File: config.mk
export PLATFORM = sky130hd
export DESIGN_NAME = forth_stack_flat
export DESIGN_NICKNAME = d
export VERILOG_FILES = /design/src/rtl/forth_stack_if.sv /design/src/rtl/forth_stack.sv /design/src/flat_wrapper.sv
export SDC_FILE = /design/constraint.sdc
export NUM_CORES = 2
export LEC_CHECK = 0
export ABC_CLOCK_PERIOD_IN_PS = 7600
export BUFFER_PORTS_ARGS = -buffer_cell sky130_fd_sc_hd__buf_2
export CORE_MARGIN = 4
export CORE_UTILIZATION = 60
export CTS_BUF_LIST = sky130_fd_sc_hd__clkbuf_2
export CTS_CLUSTER_DIAMETER = 150
export DETAILED_ROUTE_END_ITERATION = 10
export PLACE_DENSITY = 0.76
export SETUP_SLACK_MARGIN = 0.3
export SYNTH_ARGS = -nofsm -noshare
export SYNTH_HDL_FRONTEND = slang
export SYNTH_SLANG_ARGS = --single-unit
File: constraint.sdc
create_clock -name clk -period 7.6 [get_ports clk]
set_input_delay 2.28 -clock clk [delete_from_list [all_inputs] [get_ports clk]]
set_output_delay 2.28 -clock clk [all_outputs]
set_load 0.005 [all_outputs]
File: src/rtl/forth_stack_if.sv
// forth_stack_if: operation/result bundle for one forth_stack instance.
// Optional build macro FORTH_STACK_HWM_EN adds hwm_clr and hwm.
interface forth_stack_if #(
    parameter int WIDTH = 16,
    parameter int DEPTH = 256
);
    localparam int DW = $clog2(DEPTH + 1);

    logic             clear;
    logic             op_valid;
    logic             op_ready;
    logic [2:0]       op;
    logic [WIDTH-1:0] din;
    logic [WIDTH-1:0] tos;
    logic [WIDTH-1:0] nos;
    logic [DW-1:0]    depth;
    logic             empty;
    logic             full;
    logic             error;
    logic [1:0]       err_code;
`ifdef FORTH_STACK_HWM_EN
    logic             hwm_clr;
    logic [DW-1:0]    hwm;
`endif

`ifdef FORTH_STACK_HWM_EN
    modport master (
        output clear, op_valid, op, din, hwm_clr,
        input  op_ready, tos, nos, depth, empty, full, error, err_code, hwm
    );
    modport slave (
        input  clear, op_valid, op, din, hwm_clr,
        output op_ready, tos, nos, depth, empty, full, error, err_code, hwm
    );
`else
    modport master (
        output clear, op_valid, op, din,
        input  op_ready, tos, nos, depth, empty, full, error, err_code
    );
    modport slave (
        input  clear, op_valid, op, din,
        output op_ready, tos, nos, depth, empty, full, error, err_code
    );
`endif
endinterface

File: src/rtl/forth_stack.sv
// forth_stack: TOS-cached data/return stack. TOS lives in a register, the
// remaining DEPTH-1 entries in an array indexed by depth-1. Overflow and
// underflow park the unit in a sticky ERROR state until clear.
// Optional build macro FORTH_STACK_HWM_EN adds a high-water-mark output.
module forth_stack #(
    parameter int WIDTH = 16,
    parameter int DEPTH = 256
) (
    input  logic         clk,
    input  logic         reset_n,
    forth_stack_if.slave bus
);
    localparam int DW = $clog2(DEPTH + 1);
    localparam int AW = (DEPTH > 2) ? $clog2(DEPTH - 1) : 1;
    localparam logic [DW-1:0] DEPTH_MAX = DW'(DEPTH);

    typedef enum logic [2:0] {
        OP_NOP     = 3'b000,
        OP_PUSH    = 3'b001,
        OP_POP     = 3'b010,
        OP_REPL    = 3'b011,
        OP_POPREPL = 3'b100,
        OP_SWAP    = 3'b101
    } op_e;

    typedef enum logic [1:0] {
        ERR_NONE = 2'b00,
        ERR_OVF  = 2'b01,
        ERR_UNF  = 2'b10
    } err_e;

    typedef enum logic {
        ST_RUN,
        ST_ERROR
    } state_e;

    state_e           state_q, state_d;
    logic [WIDTH-1:0] tos_q, tos_d;
    logic [DW-1:0]    depth_q, depth_d;
    logic             error_q, error_d;
    err_e             err_code_q, err_code_d;
    logic             ready_q, ready_d;

    logic [WIDTH-1:0] stack_mem [DEPTH-1];
    logic             mem_we;
    logic [AW-1:0]    mem_waddr;
    logic [WIDTH-1:0] mem_wdata;

    logic [AW-1:0]    nos_idx;
    logic [WIDTH-1:0] nos_w;
    logic             fault;
    err_e             fault_code;

    assign nos_idx = AW'(depth_q - DW'(2));
    assign nos_w   = (depth_q >= DW'(2)) ? stack_mem[nos_idx] : '0;

    // Next-state decode: clear first, then legality check, then the op itself.
    always_comb begin
        state_d    = state_q;
        tos_d      = tos_q;
        depth_d    = depth_q;
        error_d    = error_q;
        err_code_d = err_code_q;
        ready_d    = ready_q;
        mem_we     = 1'b0;
        mem_waddr  = '0;
        mem_wdata  = tos_q;
        fault      = 1'b0;
        fault_code = ERR_NONE;

        if (bus.clear) begin
            state_d    = ST_RUN;
            tos_d      = '0;
            depth_d    = '0;
            error_d    = 1'b0;
            err_code_d = ERR_NONE;
            ready_d    = 1'b1;
        end else if (state_q == ST_RUN && bus.op_valid) begin
            case (bus.op)
                OP_PUSH: begin
                    if (depth_q == DEPTH_MAX) begin
                        fault      = 1'b1;
                        fault_code = ERR_OVF;
                    end else begin
                        if (depth_q != '0) begin
                            mem_we    = 1'b1;
                            mem_waddr = AW'(depth_q - DW'(1));
                        end
                        tos_d   = bus.din;
                        depth_d = depth_q + DW'(1);
                    end
                end
                OP_POP: begin
                    if (depth_q == '0) begin
                        fault      = 1'b1;
                        fault_code = ERR_UNF;
                    end else begin
                        tos_d   = (depth_q == DW'(1)) ? '0 : nos_w;
                        depth_d = depth_q - DW'(1);
                    end
                end
                OP_REPL: begin
                    if (depth_q == '0) begin
                        fault      = 1'b1;
                        fault_code = ERR_UNF;
                    end else begin
                        tos_d = bus.din;
                    end
                end
                OP_POPREPL: begin
                    if (depth_q < DW'(2)) begin
                        fault      = 1'b1;
                        fault_code = ERR_UNF;
                    end else begin
                        tos_d   = bus.din;
                        depth_d = depth_q - DW'(1);
                    end
                end
                OP_SWAP: begin
                    if (depth_q < DW'(2)) begin
                        fault      = 1'b1;
                        fault_code = ERR_UNF;
                    end else begin
                        tos_d     = nos_w;
                        mem_we    = 1'b1;
                        mem_waddr = nos_idx;
                    end
                end
                default: begin
                end
            endcase

            if (fault) begin
                state_d    = ST_ERROR;
                ready_d    = 1'b0;
                error_d    = 1'b1;
                err_code_d = fault_code;
            end
        end
    end

    // Control FSM and TOS/depth registers.
    always_ff @(posedge clk or negedge reset_n) begin
        if (!reset_n) begin
            state_q    <= ST_RUN;
            tos_q      <= '0;
            depth_q    <= '0;
            error_q    <= 1'b0;
            err_code_q <= ERR_NONE;
            ready_q    <= 1'b1;
        end else begin
            state_q    <= state_d;
            tos_q      <= tos_d;
            depth_q    <= depth_d;
            error_q    <= error_d;
            err_code_q <= err_code_d;
            ready_q    <= ready_d;
        end
    end

    // Array below TOS; not reset. Writes need depth>=1, and reset holds
    // depth at 0, so an op presented during reset cannot write here.
    always_ff @(posedge clk) begin
        if (mem_we) begin
            stack_mem[mem_waddr] <= mem_wdata;
        end
    end

    assign bus.op_ready = ready_q;
    assign bus.tos      = tos_q;
    assign bus.nos      = nos_w;
    assign bus.depth    = depth_q;
    assign bus.empty    = (depth_q == '0);
    assign bus.full     = (depth_q == DEPTH_MAX);
    assign bus.error    = error_q;
    assign bus.err_code = err_code_q;

`ifdef FORTH_STACK_HWM_EN
    logic [DW-1:0] hwm_q, hwm_d;

    // High-water mark follows the post-op depth so it never lags depth.
    always_comb begin
        hwm_d = hwm_q;
        if (bus.clear) begin
            hwm_d = '0;
        end else if (bus.hwm_clr) begin
            hwm_d = depth_d;
        end else if (depth_d > hwm_q) begin
            hwm_d = depth_d;
        end
    end

    // High-water-mark register.
    always_ff @(posedge clk or negedge reset_n) begin
        if (!reset_n) begin
            hwm_q <= '0;
        end else begin
            hwm_q <= hwm_d;
        end
    end

    assign bus.hwm = hwm_q;
`endif
endmodule

File: src/flat_wrapper.sv
// flat-port wrapper written by rule: the top's interface ports become plain ports
module forth_stack_flat 
#(
    parameter int WIDTH = 16,
    parameter int DEPTH = 256
)
  (clk, reset_n, bus_clear, bus_op_valid, bus_op, bus_din, bus_op_ready, bus_tos, bus_nos, bus_depth, bus_empty, bus_full, bus_error, bus_err_code);
  forth_stack_if #(.WIDTH(WIDTH), .DEPTH(DEPTH)) bus_i ();
  input  logic clk;
  input  logic reset_n;
  input wire logic [$bits(bus_i.clear)-1:0] bus_clear;
  input wire logic [$bits(bus_i.op_valid)-1:0] bus_op_valid;
  input wire logic [$bits(bus_i.op)-1:0] bus_op;
  input wire logic [$bits(bus_i.din)-1:0] bus_din;
  output wire logic [$bits(bus_i.op_ready)-1:0] bus_op_ready;
  output wire logic [$bits(bus_i.tos)-1:0] bus_tos;
  output wire logic [$bits(bus_i.nos)-1:0] bus_nos;
  output wire logic [$bits(bus_i.depth)-1:0] bus_depth;
  output wire logic [$bits(bus_i.empty)-1:0] bus_empty;
  output wire logic [$bits(bus_i.full)-1:0] bus_full;
  output wire logic [$bits(bus_i.error)-1:0] bus_error;
  output wire logic [$bits(bus_i.err_code)-1:0] bus_err_code;
  assign bus_i.clear = bus_clear;
  assign bus_i.op_valid = bus_op_valid;
  assign bus_i.op = bus_op;
  assign bus_i.din = bus_din;
  assign bus_op_ready = bus_i.op_ready;
  assign bus_tos = bus_i.tos;
  assign bus_nos = bus_i.nos;
  assign bus_depth = bus_i.depth;
  assign bus_empty = bus_i.empty;
  assign bus_full = bus_i.full;
  assign bus_error = bus_i.error;
  assign bus_err_code = bus_i.err_code;
  forth_stack #(.WIDTH(WIDTH), .DEPTH(DEPTH)) u_core (.clk(clk), .reset_n(reset_n), .bus(bus_i));
endmodule
==> results by group <==
Power and ir drop
  – Power share of the sequential group: 0.548
  – Leak pwr: 0.05991 uW
  – Psw: 12910 uW
  – Internal: 32840 uW
  – Worst IR Drop VDD: 183.8 uV
  – Gate power share: 0.146
  – Clock share of power: 0.306
  – Sw Share: 0.2821
  – PD cells: 250.6 nW/um2

Status
  – Failing checks: setup timing
  – Run status: complete, but fails checks

Clock network
  – Clk_lat worst skew: 2.39 ns
  – CTS tree: built
  – Clock sinks: 4109
  – Clock Path Buffers: 4
  – CTS buffer count: 934
  – # H-tree levels: 6
  – Clock-pin slew on the worst setup and hold paths: 0.13 ns
  – Root buffer cell: clkbuf_2

Synthesis
  – Top FF cell, synth: edfxtp_1
  – Synth top area share: 0.7672
  – Unique masters post-synth: 83
  – Syn_nets: 7375
  – Synth Area per Inst: 21.74 um2
  – Post-Synthesis Cells: 7344
  – Async SR Flop Fraction: 0.007058
  – Synth top area cells: edfxtp_1, mux4_2, mux2i_1, nor2_1, nand2_1
  – Mapped Area: 159700 um2
  – Warnings, synthesis: 0
  – Synth area leader: edfxtp_1
  – Sequential area share after synthesis: 0.7718
  – #FFs+latches synth: 4109
  – Number of flops mapped to enable cells by yosys: 4080

Timing
  – Clock skew: 0.2063 ns
  – Least-Margin Pin Slew: 1.325 ns
  – Max-slew headroom: 0.1169
  – Hold Violations, Final: 0
  – Hold slack: 0.2353 ns
  – Final critical-path share of the clock period: 1.071
  – Fin worst setup slack: -0.5395 ns
  – RSZ-0062 raised after global routing: true
  – # setup viols final: 16
  – Post-route setup TNS: -6.116 ns
  – FMAX: 122.9 MHz
  – Fin. max-slew vios: 0
  – Final critical-path required period: 8.140 ns

Critical path
  – CP bufs+invs: 7
  – Worst EP arrival: 5.86 ns
  – WS Path Type: reg2out
  – Worst path required time: 5.32 ns
  – Largest stage delay, worst path: 0.58 ns
  – Crit. End Element: output pin
  – Slowest cell on crit path: mux4_2
  – Delay-heaviest family, CP: multiplexers
  – CP Max Fanout: 7
  – Worst Setup Start Kind: flop
  – Cells along the critical path: inv_6, ha_4, buf_12, buf_12, buf_6, clkbuf_16, mux4_2, mux4_2, mux2i_4, o22ai_2, nor3_4, buf_6, nor2_4, buf_2

Placement
  – Routability congestion estimate: 0.9938
  – # port buffers: 69
  – Post-DP HPWL: 260000 um
  – Placed cell count: 11100

Global routing
  – First-pass GRT wire length: 651100 um
  – Vias in the first global route: 88180
  – Largest net degree at the start of global routing: 115
  – Grt met2 use: 0.5038
  – GR peak layer: met2
  – GR Layer Usage met1: 0.4512
  – GR Util All Layers: 0.3382
  – Global route overflow: 0
  – Met3 usage in global routing: 0.1069
  – Antenna violations before repair: 29

Cells and area
  – P&R area growth vs syn: 14.28%
  – Share of cells above drive strength 1: 0.3900
  – Nets: 8815
  – Highest-count cells in the layout ignoring fill and taps: edfxtp_1, clkbuf_2, mux4_2
  – Fin util: 0.6885
  – Finished Layout Cells: 13060
  – Most common cell after layout, fill and taps aside: edfxtp_1

Floorplanning
  – Die width: 523.9 um
  – Ports: 70
  – Die area: 274500 um2
  – Core Area: 265100 um2
  – Initial core utilization: 0.6024
  – Die height: 523.9 um
  – # rows: 189

Drt
  – DRT antenna net count: 0
  – Vias/cell: 6.855
  – DRC errors left: 0
  – DR iter-0 viols: 15550
  – Via count: 89510
  – WL final: 471900 um
  – Routed len/inst: 36.14 um
  – First drt pass iteration count: 9

Flow run
  – Max-cap violation count: 0

Worst hold path
  – Hold WC Path Type: in2reg
## timing repair
item,4_1_cts,5_1_grt
resized for setup,466,168
endpoints found under the setup margin,18,16
hold endpoints to repair,12,0
pin swaps,68,50
cloned,54,18
setup buffers,112,99
hold buffers,1,0
## metrics by stage
| step | setup WS [ns] | total power [uW] | area (um2) |
|---|---|---|---|
| floorplan | 0.8070 | 28610 | 159700 |
| global placement | 0.1133 | 30540 | 167100 |
| finish | -0.5395 | 45740 | 182500 |
| CTS | -0.4978 | 45150 | 180400 |
| detailed placement | 0.1049 | 30610 | 167100 |
| global route | -0.5484 | 47310 | 182500 |
## cell type report
type / instances / area (um2)
repair inverters: 1 / 8.758
inverters: 11 / 62.56
multi-input cells: 2816 / 36130
fillers: 15770 / 82590
diodes: 18 / 45.04
flip-flops and latches: 4109 / 123300
clock buffers: 1338 / 6696
well taps: 3533 / 4420
repair buffers: 911 / 10010
clock inverters: 321 / 1823
## power groups by stage
stage               combinational [uW]  sequential (uW)  clock (uW)
finish                            6660            25100       14000
floorplan                         2810            25800           0
detailed placement                5010            25600           0
global placement                  4940            25600           0
CTS                               6060            25100       14000
global route                      6770            25100       15500
## metal layers
layer / vias up / wire, um
met3: 1450 / 69700
met5: - / 311
met2: 8472 / 217200
met4: 38 / 31440
li1: 34450 / -
met1: 45100 / 153300
## final timing paths
path                                     startpoint                        to  slack, ns  depth (start not counted)
worst max-delay path            u_core.bus.depth[1]                bus_nos[1]      -0.54                         14
worst min-delay path                     bus_din[8]         u_core.bus.tos[8]       0.24                          2
worst max register to register  u_core.bus.depth[6]  u_core.stack_mem[167][4]       2.25                         11
worst min register to register  u_core.bus.op_ready       u_core.bus.op_ready       0.52                          1
max in group asynchronous                   reset_n        u_core.bus.tos[15]       6.30                          3
min in group asynchronous                   reset_n         u_core.bus.tos[4]       0.63                          3
## synthesized netlist by cell type, drive strengths merged, types with 16 or more instances
library cell and instances:
nand3 65, a21oi 112, mux2 25, mux2i 264, a22oi 21, o22ai 91
mux4 1034, and3 25, o21ai 59, dfrtp 28, o31ai 16, o221ai 33
nand2 346, nor3 39, a2111oi 23, clkbuf 124, nor2 372, buf 287
and2 22, a31oi 30, edfxtp 4080, a211oi 32
## state kept, by name (all words and copies together) (netlist names)
signal               cells
u_core.bus.err_code      2
u_core.state_q           1
u_core.bus.tos          16
u_core.bus.depth         9
u_core.stack_mem      4080
u_core.bus.op_ready      1
## cell families after synthesis
family	share of synthesized area
simple gates	0.02489
buf+inv	0.01467
flops	0.7718
mux	0.1641
fa+ha+maj	0.0006268
compound gates	0.02294
xor+xnor	0.0009872
Power figures use the tool's default switching activity.
